==> config.mk <==
export PLATFORM = sky130hd
export DESIGN_NAME = xil_mmreq_bridge
export DESIGN_NICKNAME = d
export VERILOG_FILES = /design/src/rtl/turf_mm_pkg.sv /design/src/rtl/xil_mmreq_bridge.sv
export SDC_FILE = /design/constraint.sdc
export NUM_CORES = 1
export LEC_CHECK = 0
export ABC_CLOCK_PERIOD_IN_PS = 2000
export CORE_MARGIN = 2
export CORE_UTILIZATION = 48
export CTS_BUF_LIST = sky130_fd_sc_hd__clkbuf_4 sky130_fd_sc_hd__clkbuf_8
export CTS_CLUSTER_SIZE = 12
export DETAILED_ROUTE_END_ITERATION = 12
export GPL_TIMING_DRIVEN = 0
export PLACE_DENSITY = 0.87
export SYNTH_ARGS = -nofsm -noshare
export SYNTH_HDL_FRONTEND = slang
export SYNTH_SLANG_ARGS = --single-unit
export TNS_END_PERCENT = 1
==> constraint.sdc <==
create_clock -name clk_i -period 2 [get_ports clk_i]
set_input_delay 0.3 -clock clk_i [delete_from_list [all_inputs] [get_ports clk_i]]
set_output_delay 0.3 -clock clk_i [all_outputs]
set_load 0.02 [all_outputs]
==> src/rtl/turf_mm_pkg.sv <==
// Shared definitions for the Xillybus mmreq/mmresp register-bus bridge:
// state encoding, status bit positions, default widths and fill values.
package turf_mm_pkg;

    typedef enum logic [2:0] {
        ADDR  = 3'd0,
        DATA  = 3'd1,
        BUS   = 3'd2,
        RESP0 = 3'd3,
        RESP1 = 3'd4
    } mm_state_e;

    localparam int unsigned WR_BIT        = 31;
    localparam int unsigned TO_BIT        = 30;
    localparam int unsigned ADR_WIDTH_DEF = 28;
    localparam logic [31:0] TO_FILL       = 32'hFFFF_FFFF;

    // Response header: address zero-extended, status flags in the top bits.
    function automatic logic [31:0] resp_word0(input logic wr, input logic to,
                                               input logic [29:0] adr);
        logic [31:0] w;
        w         = 32'(adr);
        w[WR_BIT] = wr;
        w[TO_BIT] = to;
        return w;
    endfunction

endpackage

==> src/rtl/xil_mmreq_bridge.sv <==
// Bridges Xillybus mmreq/mmresp FIFO streams to a simple en/ack register bus.
// Optional bus timeout is enabled by defining XIL_MMREQ_BRIDGE_TIMEOUT_EN.
module xil_mmreq_bridge
    import turf_mm_pkg::*;
#(
    parameter int unsigned ADR_WIDTH      = ADR_WIDTH_DEF,
    parameter int unsigned TIMEOUT_CYCLES = 1024
) (
    input  logic                 clk_i,
    input  logic                 rst_i,
    input  logic [31:0]          req_dat_i,
    input  logic                 req_wr_i,
    output logic                 req_full_o,
    input  logic                 req_open_i,
    output logic [31:0]          resp_dat_o,
    input  logic                 resp_rd_i,
    output logic                 resp_empty_o,
    output logic                 en_o,
    output logic                 wr_o,
    input  logic                 ack_i,
    output logic [ADR_WIDTH-1:0] adr_o,
    output logic [31:0]          dat_o,
    input  logic [31:0]          dat_i
);

    if (ADR_WIDTH > 30 || ADR_WIDTH == 0 || TIMEOUT_CYCLES == 0) begin : g_bad_params
        $error("xil_mmreq_bridge: ADR_WIDTH must be 1..30 and TIMEOUT_CYCLES nonzero");
    end

    mm_state_e            state_q, state_d;
    logic                 en_q, en_d;
    logic                 wr_q, wr_d;
    logic [ADR_WIDTH-1:0] adr_q, adr_d;
    logic [31:0]          dat_q, dat_d;
    logic [31:0]          rdat_q, rdat_d;
    logic [31:0]          resp_dat_q, resp_dat_d;
    logic                 full_q, full_d;
    logic                 empty_q, empty_d;
    logic                 tmo;
    logic                 accept;
    logic                 pop;
    logic                 unused_req_bits;

`ifdef XIL_MMREQ_BRIDGE_TIMEOUT_EN
    localparam int unsigned CNT_W = $clog2(TIMEOUT_CYCLES + 1);
    logic [CNT_W-1:0] cnt_q, cnt_d;
    logic             tmo_q, tmo_d;
    assign tmo = tmo_q;
`else
    assign tmo = 1'b0;
`endif

    assign accept          = req_wr_i && !full_q;
    assign pop             = resp_rd_i && !empty_q;
    assign unused_req_bits = ^req_dat_i[WR_BIT-1:ADR_WIDTH];

    always_comb begin
        state_d    = state_q;
        en_d       = en_q;
        wr_d       = wr_q;
        adr_d      = adr_q;
        dat_d      = dat_q;
        rdat_d     = rdat_q;
        resp_dat_d = resp_dat_q;
`ifdef XIL_MMREQ_BRIDGE_TIMEOUT_EN
        cnt_d      = cnt_q;
        tmo_d      = tmo_q;
`endif
        unique case (state_q)
            ADDR: begin
                if (accept) begin
                    wr_d    = req_dat_i[WR_BIT];
                    adr_d   = req_dat_i[ADR_WIDTH-1:0];
                    state_d = DATA;
                end
            end
            DATA: begin
                // Closing the request stream drops a half-received pair.
                if (!req_open_i) begin
                    state_d = ADDR;
                end else if (accept) begin
                    dat_d   = req_dat_i;
                    en_d    = 1'b1;
                    state_d = BUS;
`ifdef XIL_MMREQ_BRIDGE_TIMEOUT_EN
                    cnt_d   = '0;
                    tmo_d   = 1'b0;
`endif
                end
            end
            BUS: begin
                if (ack_i) begin
                    if (!wr_q) begin
                        rdat_d = dat_i;
                    end
                    en_d    = 1'b0;
                    state_d = RESP0;
                end
`ifdef XIL_MMREQ_BRIDGE_TIMEOUT_EN
                else begin
                    cnt_d = cnt_q + CNT_W'(1);
                    if (cnt_d == CNT_W'(TIMEOUT_CYCLES)) begin
                        en_d    = 1'b0;
                        tmo_d   = 1'b1;
                        state_d = RESP0;
                    end
                end
`endif
            end
            RESP0: begin
                if (pop) begin
                    resp_dat_d = resp_word0(wr_q, tmo, 30'(adr_q));
                    state_d    = RESP1;
                end
            end
            RESP1: begin
                if (pop) begin
                    resp_dat_d = tmo ? TO_FILL : (wr_q ? dat_q : rdat_q);
                    state_d    = ADDR;
                end
            end
            default: begin
                en_d    = 1'b0;
                state_d = ADDR;
            end
        endcase
        full_d  = (state_d == BUS) || (state_d == RESP0) || (state_d == RESP1);
        empty_d = !((state_d == RESP0) || (state_d == RESP1));
    end

    always_ff @(posedge clk_i) begin
        if (rst_i) begin
            state_q    <= ADDR;
            en_q       <= 1'b0;
            wr_q       <= 1'b0;
            adr_q      <= '0;
            dat_q      <= '0;
            rdat_q     <= '0;
            resp_dat_q <= '0;
            full_q     <= 1'b0;
            empty_q    <= 1'b1;
`ifdef XIL_MMREQ_BRIDGE_TIMEOUT_EN
            cnt_q      <= '0;
            tmo_q      <= 1'b0;
`endif
        end else begin
            state_q    <= state_d;
            en_q       <= en_d;
            wr_q       <= wr_d;
            adr_q      <= adr_d;
            dat_q      <= dat_d;
            rdat_q     <= rdat_d;
            resp_dat_q <= resp_dat_d;
            full_q     <= full_d;
            empty_q    <= empty_d;
`ifdef XIL_MMREQ_BRIDGE_TIMEOUT_EN
            cnt_q      <= cnt_d;
            tmo_q      <= tmo_d;
`endif
        end
    end

    assign req_full_o   = full_q;
    assign resp_empty_o = empty_q;
    assign resp_dat_o   = resp_dat_q;
    assign en_o         = en_q;
    assign wr_o         = wr_q;
    assign adr_o        = adr_q;
    assign dat_o        = dat_q;

endmodule

==> flow_summary.html <==
<table>
<tr><th>Metric</th><th>Value</th></tr>
<tr><th colspan="2">Timing</th></tr>
<tr><td>Final worst path period need</td><td>roughly 1.9 ns</td></tr>
<tr><td>Worst clock skew</td><td>around 0.013 ns</td></tr>
<tr><td>Final cycle utilization of the critical path</td><td>0.973</td></tr>
<tr><td>Hold violation total from the final report</td><td>0</td></tr>
<tr><td>Endpoints failing setup</td><td>0</td></tr>
<tr><td>RSZ-0062 raised after global routing</td><td>true</td></tr>
<tr><td>Relative slew margins</td><td>0.599</td></tr>
<tr><td>Hold slack final</td><td>between 0.4 and 0.5 ns</td></tr>
<tr><td>Transition time at the pin with the least slew margin</td><td>0.602 ns</td></tr>
<tr><td>Final Max Slew Viols</td><td>0</td></tr>
<tr><td>Worst path setup slack after routing</td><td>around 0.055 ns</td></tr>
<tr><td>Maximum operating frequency</td><td>0.514 GHz</td></tr>
<tr><th colspan="2">Placement</th></tr>
<tr><td>Placed cell count</td><td>between 900 and 1000</td></tr>
<tr><td>Post-Place Worst Slack</td><td>-0.210 ns</td></tr>
<tr><td>Post-detailed-placement half-perimeter wirelength</td><td>between 10000 and 15000 um</td></tr>
<tr><td>Port bufs</td><td>165</td></tr>
<tr><td>Routability cong.</td><td>between 0.8 and 0.9</td></tr>
<tr><th colspan="2">Routing</th></tr>
<tr><td>Total length of routed met3 wires</td><td>1600 um</td></tr>
<tr><td>Number of optimization iterations in the first detailed-route pass</td><td>6</td></tr>
<tr><td>Initial DRC Count</td><td>between 300 and 400</td></tr>
<tr><td>Remaining antenna violation count</td><td>0</td></tr>
<tr><td>DRC Markers</td><td>0</td></tr>
<tr><td>Top layer used by detailed routing</td><td>met4</td></tr>
<tr><td>Average detailed-routed wire length per instance</td><td>17.6 um</td></tr>
<tr><td>Vias per cell</td><td>5.52</td></tr>
<tr><td>Total via count after detailed routing</td><td>roughly 5300</td></tr>
<tr><td>Met2 WL</td><td>~8300 um</td></tr>
<tr><td>Routed Wire Length</td><td>about 17000 um</td></tr>
<tr><td>Met1 wire length</td><td>6420 um</td></tr>
<tr><th colspan="2">Synthesis</th></tr>
<tr><td>Portion of synthesized cell area occupied by the leading cell type</td><td>0.511</td></tr>
<tr><td>Net count after synthesis</td><td>691</td></tr>
<tr><td>Average instance area after synthesis</td><td>about 8.3 um2</td></tr>
<tr><td>Number of enable flip-flop cells after synthesis</td><td>0</td></tr>
<tr><td>Library cell with the highest instance count after synthesis</td><td>sky130_fd_sc_hd__nand2_1</td></tr>
<tr><td>Cells after Synth</td><td>around 620</td></tr>
<tr><td>Total of warnings raised by yosys</td><td>0</td></tr>
<tr><td>Post-synth top area cell</td><td>sky130_fd_sc_hd__dfxtp_1</td></tr>
<tr><td>Cell types occupying the most area after synthesis</td><td>sky130_fd_sc_hd__dfxtp_1 (51%), sky130_fd_sc_hd__nand2_1 (16%), sky130_fd_sc_hd__a21oi_1 (9.7%), sky130_fd_sc_hd__mux2i_1 (6.2%), sky130_fd_sc_hd__o2bb2ai_1 (5.3%)</td></tr>
<tr><td>Synthesized area</td><td>around 5100 um2</td></tr>
<tr><td>Most frequently used flop master after synthesis</td><td>sky130_fd_sc_hd__dfxtp_1</td></tr>
<tr><td>Number of distinct library cells after synthesis</td><td>28</td></tr>
<tr><td>Seq/Total Area, Yosys</td><td>0.511</td></tr>
<tr><td>FF+latch count, synth</td><td>roughly 130</td></tr>
<tr><td>Synth async-reset ratio</td><td>0</td></tr>
<tr><td>Synth cell count leaders</td><td>sky130_fd_sc_hd__nand2_1 (219), sky130_fd_sc_hd__dfxtp_1 (131), sky130_fd_sc_hd__a21oi_1 (99), sky130_fd_sc_hd__mux2i_1 (32), sky130_fd_sc_hd__o2bb2ai_1 (31)</td></tr>
<tr><th colspan="2">GRT</th></tr>
<tr><td>Total congestion overflow</td><td>0</td></tr>
<tr><td>Global routing usage summed across all routing layers</td><td>0.293</td></tr>
<tr><td>Wire length of the first global-routing pass</td><td>between 20000 and 30000 um</td></tr>
<tr><td>Via count of the first global-routing pass</td><td>5313</td></tr>
<tr><td>Antenna violations before repair</td><td>0</td></tr>
<tr><td>Maximum number of pins on one net before global-route repair</td><td>17</td></tr>
<tr><th colspan="2">Floorplan</th></tr>
<tr><td>Die boundary width</td><td>between 100 and 150 um</td></tr>
<tr><td>Total die area</td><td>11500 um2</td></tr>
<tr><td>Initial standard-cell utilization of the core</td><td>0.495</td></tr>
<tr><td>Cell row count</td><td>37</td></tr>
<tr><td>CORE AREA</td><td>a little over 10000 um2</td></tr>
<tr><td>Die boundary height</td><td>between 100 and 150 um</td></tr>
<tr><td>I/O pin count</td><td>~170</td></tr>
<tr><th colspan="2">Power</th></tr>
<tr><td>Share of power burned in the clock network</td><td>0.417</td></tr>
<tr><td>Leakage</td><td>2.47 nW</td></tr>
<tr><td>Combinational fraction of design power</td><td>0.120</td></tr>
<tr><td>Cell Int Power</td><td>between 4 and 5 mW</td></tr>
<tr><td>Power dissipated by switching net loads</td><td>~1.5 mW</td></tr>
<tr><td>Relative contribution of sequential cells to total power</td><td>0.463</td></tr>
<tr><td>Switching part of the total</td><td>0.250</td></tr>
<tr><td>Total power draw</td><td>between 5 and 6 mW</td></tr>
<tr><td>Power per cell area</td><td>800 nW/um2</td></tr>
<tr><td>Largest voltage drop on the vdd net</td><td>0.490 mV</td></tr>
<tr><th colspan="2">CTS</th></tr>
<tr><td>Number of levels the H-tree was split into</td><td>4</td></tr>
<tr><td>Cell chosen for the clock root</td><td>sky130_fd_sc_hd__clkbuf_8</td></tr>
<tr><td>Total CTS buffers</td><td>17</td></tr>
<tr><td>CTS clk-pin slew, worst paths</td><td>0.08 ns</td></tr>
<tr><td>Post-CTS Setup Inserts</td><td>0</td></tr>
<tr><td>Sinks on Clock Net</td><td>between 100 and 150</td></tr>
<tr><td>Clk_lat worst skew</td><td>between 0.4 and 0.5 ns</td></tr>
<tr><td>CTS tree</td><td>yes</td></tr>
<tr><td>Longest Clk Path Bufs</td><td>2</td></tr>
<tr><th colspan="2">Worst setup path</th></tr>
<tr><td>Arrival time worst endpoint</td><td>2.31 ns</td></tr>
<tr><td>Critical path's largest stage delay</td><td>approximately 0.5 ns</td></tr>
<tr><td>Source of the worst register-to-register timing path</td><td>state_q[1]</td></tr>
<tr><td>Cell Chain, Critical Path</td><td>nand2b_1 -&gt; nor3_1 -&gt; buf_1 -&gt; nand2_1 -&gt; a21oi_1</td></tr>
<tr><td>Classification of the worst setup path</td><td>reg -&gt; reg</td></tr>
<tr><td>WP buf/inv</td><td>1</td></tr>
<tr><td>Register-to-Register Path Depth</td><td>5</td></tr>
<tr><td>Worst path slowest cell</td><td>sky130_fd_sc_hd__dfxtp_1</td></tr>
<tr><td>Endpoint required time on the critical path</td><td>between 2 and 2.5 ns</td></tr>
<tr><td>Type of element launching the critical path</td><td>flop</td></tr>
<tr><td>Critical R2R Capture</td><td>rdat_q[12]</td></tr>
<tr><td>CP top delay family</td><td>simple AND/OR/NAND/NOR gates</td></tr>
<tr><td>Worst reg-to-reg setup slack</td><td>around 0.055 ns</td></tr>
<tr><td>Kind of end point of the critical path</td><td>flop</td></tr>
<tr><td>Peak fanout along the critical path</td><td>10</td></tr>
<tr><th colspan="2">Cells and area</th></tr>
<tr><td>Fin cells</td><td>between 900 and 1000</td></tr>
<tr><td>Proportion of layout cells with a drive suffix above 1</td><td>0.0734</td></tr>
<tr><td>Antenna cell count</td><td>0</td></tr>
<tr><td>Post-layout net count</td><td>approximately 880</td></tr>
<tr><td>Layout overhead on the synthesized area</td><td>44.3%</td></tr>
<tr><th colspan="2">Job</th></tr>
<tr><td>Max-cap viol count</td><td>0</td></tr>
<tr><th colspan="2">Hold path</th></tr>
<tr><td>Hold path start</td><td>dat_i[25]</td></tr>
<tr><td>Worst min-delay path category</td><td>in -&gt; reg</td></tr>
<tr><td>Cells on Worst Hold Path</td><td>3</td></tr>
<tr><td>Worst-case hold path end point</td><td>rdat_q[25]</td></tr>
<tr><th colspan="2">Run status</th></tr>
<tr><td>Run status</td><td>complete, no violations</td></tr>
</table>
==> logic make-up after synthesis <==
| family | share of synthesized area |
|---|---|
| and+or+nand+nor | 0.193 |
| AOI/OAI and AO/OA | 0.184 |
| buffers and inverters | 0.0493 |
| DFF | 0.511 |
| muxes | 0.0625 |
==> power by group through the flow <==
stage / Clock (mW) / Sequential (mW) / Combinational, mW
after floorplan: 0 / 2.86 / 0.265
after global placement: 0 / 2.79 / 0.682
after detailed placement: 0 / 2.80 / 0.703
after CTS: 2.47 / 2.74 / 0.707
after global routing: 2.59 / 2.74 / 0.761
final: 2.47 / 2.74 / 0.711
==> routing by layer <==
metal | GRT usage | up-vias
li1 | - | 2450
met1 | 0.337 | 2510
met2 | 0.497 | 252
met3 | 0.102 | 49
met4 | 0.116 | 0
met5 | 0 | -
==> repair_timing <==
action | CTS | global route
endpoints found under the setup margin | 11 | 29
hold buffers | 0 | 0
resized for setup | 2 | 4
==> layout make-up <==
type                    instances  area [um2]
flip-flops and latches        131        2620
fillers                       797        2970
multi-input cells             441        2260
well taps                     136         170
clock inverters                12         179
clock buffers                  19         262
plain buffers                  48         253
repair buffers                165        1650
inverters                       1        3.75
==> placed cells by master, fill, tap and decap left out, types with 2 or more instances in the layout <==
| cell type | synthesis | routed |
|---|---|---|
| sky130_fd_sc_hd__clkinv_2 | 0 | 2 |
| sky130_fd_sc_hd__clkinvlp_4 | 0 | 3 |
| sky130_fd_sc_hd__clkdlybuf4s50_1 | 0 | 165 |
| sky130_fd_sc_hd__buf_4 | 2 | 2 |
| sky130_fd_sc_hd__a21oi_1 | 99 | 99 |
| sky130_fd_sc_hd__clkbuf_8 | 0 | 19 |
| sky130_fd_sc_hd__clkbuf_1 | 27 | 23 |
| sky130_fd_sc_hd__clkbuf_2 | 0 | 3 |
| sky130_fd_sc_hd__nand2_1 | 219 | 219 |
| sky130_fd_sc_hd__bufinv_16 | 0 | 4 |
| sky130_fd_sc_hd__nor2b_1 | 4 | 4 |
| sky130_fd_sc_hd__o21ai_0 | 28 | 28 |
| sky130_fd_sc_hd__o2bb2ai_1 | 31 | 31 |
| sky130_fd_sc_hd__buf_2 | 13 | 13 |
| sky130_fd_sc_hd__nor2_1 | 8 | 8 |
| sky130_fd_sc_hd__dfxtp_1 | 131 | 131 |
| sky130_fd_sc_hd__mux2i_1 | 32 | 32 |
| sky130_fd_sc_hd__buf_6 | 6 | 6 |
| sky130_fd_sc_hd__or2_1 | 3 | 3 |
| sky130_fd_sc_hd__clkinv_4 | 0 | 2 |
| sky130_fd_sc_hd__nand2b_1 | 4 | 4 |
==> how the worst max path moves through the flow <==
stage | cells past startpoint | start | slack [ns] | end
global placement | 7 | req_wr_i | -0.13 | adr_o[24]
finish | 5 | state_q[1] | 0.05 | rdat_q[12]
floorplan | 6 | state_q[1] | 0.35 | adr_o[17]
CTS | 5 | state_q[2] | 0.07 | resp_dat_o[10]
detailed placement | 6 | req_wr_i | -0.21 | dat_o[30]
global route | 5 | state_q[1] | -0.05 | rdat_q[23]
==> flip-flops by register name (all words and copies together), names as in the netlist <==
register,flops
dat_o,32
resp_empty_o,1
rdat_q,32
resp_dat_o,32
en_o,1
req_full_o,1
adr_o,28
wr_o,1
state_q,3
==> worst min-delay path: cells and delay by family <==
kind,cells,cell delay (ns)
AND/OR/NAND/NOR,1,0.06
AO/OA/AOI/OAI,1,0.05
buffers and inverters,1,0.39
==> through the flow <==
step | area, um2 | TNS [ns] | utilization
finish | 7400 | 0 | 0.713
global route | 7400 | -0.224 | 0.713
CTS | 7390 | 0 | 0.713
detailed placement | 6950 | -11.76 | 0.670
global placement | 6950 | -5.95 | 0.670
floorplan | 5130 | 0 | -
Note: power is estimated with default switching activity, not from simulation.
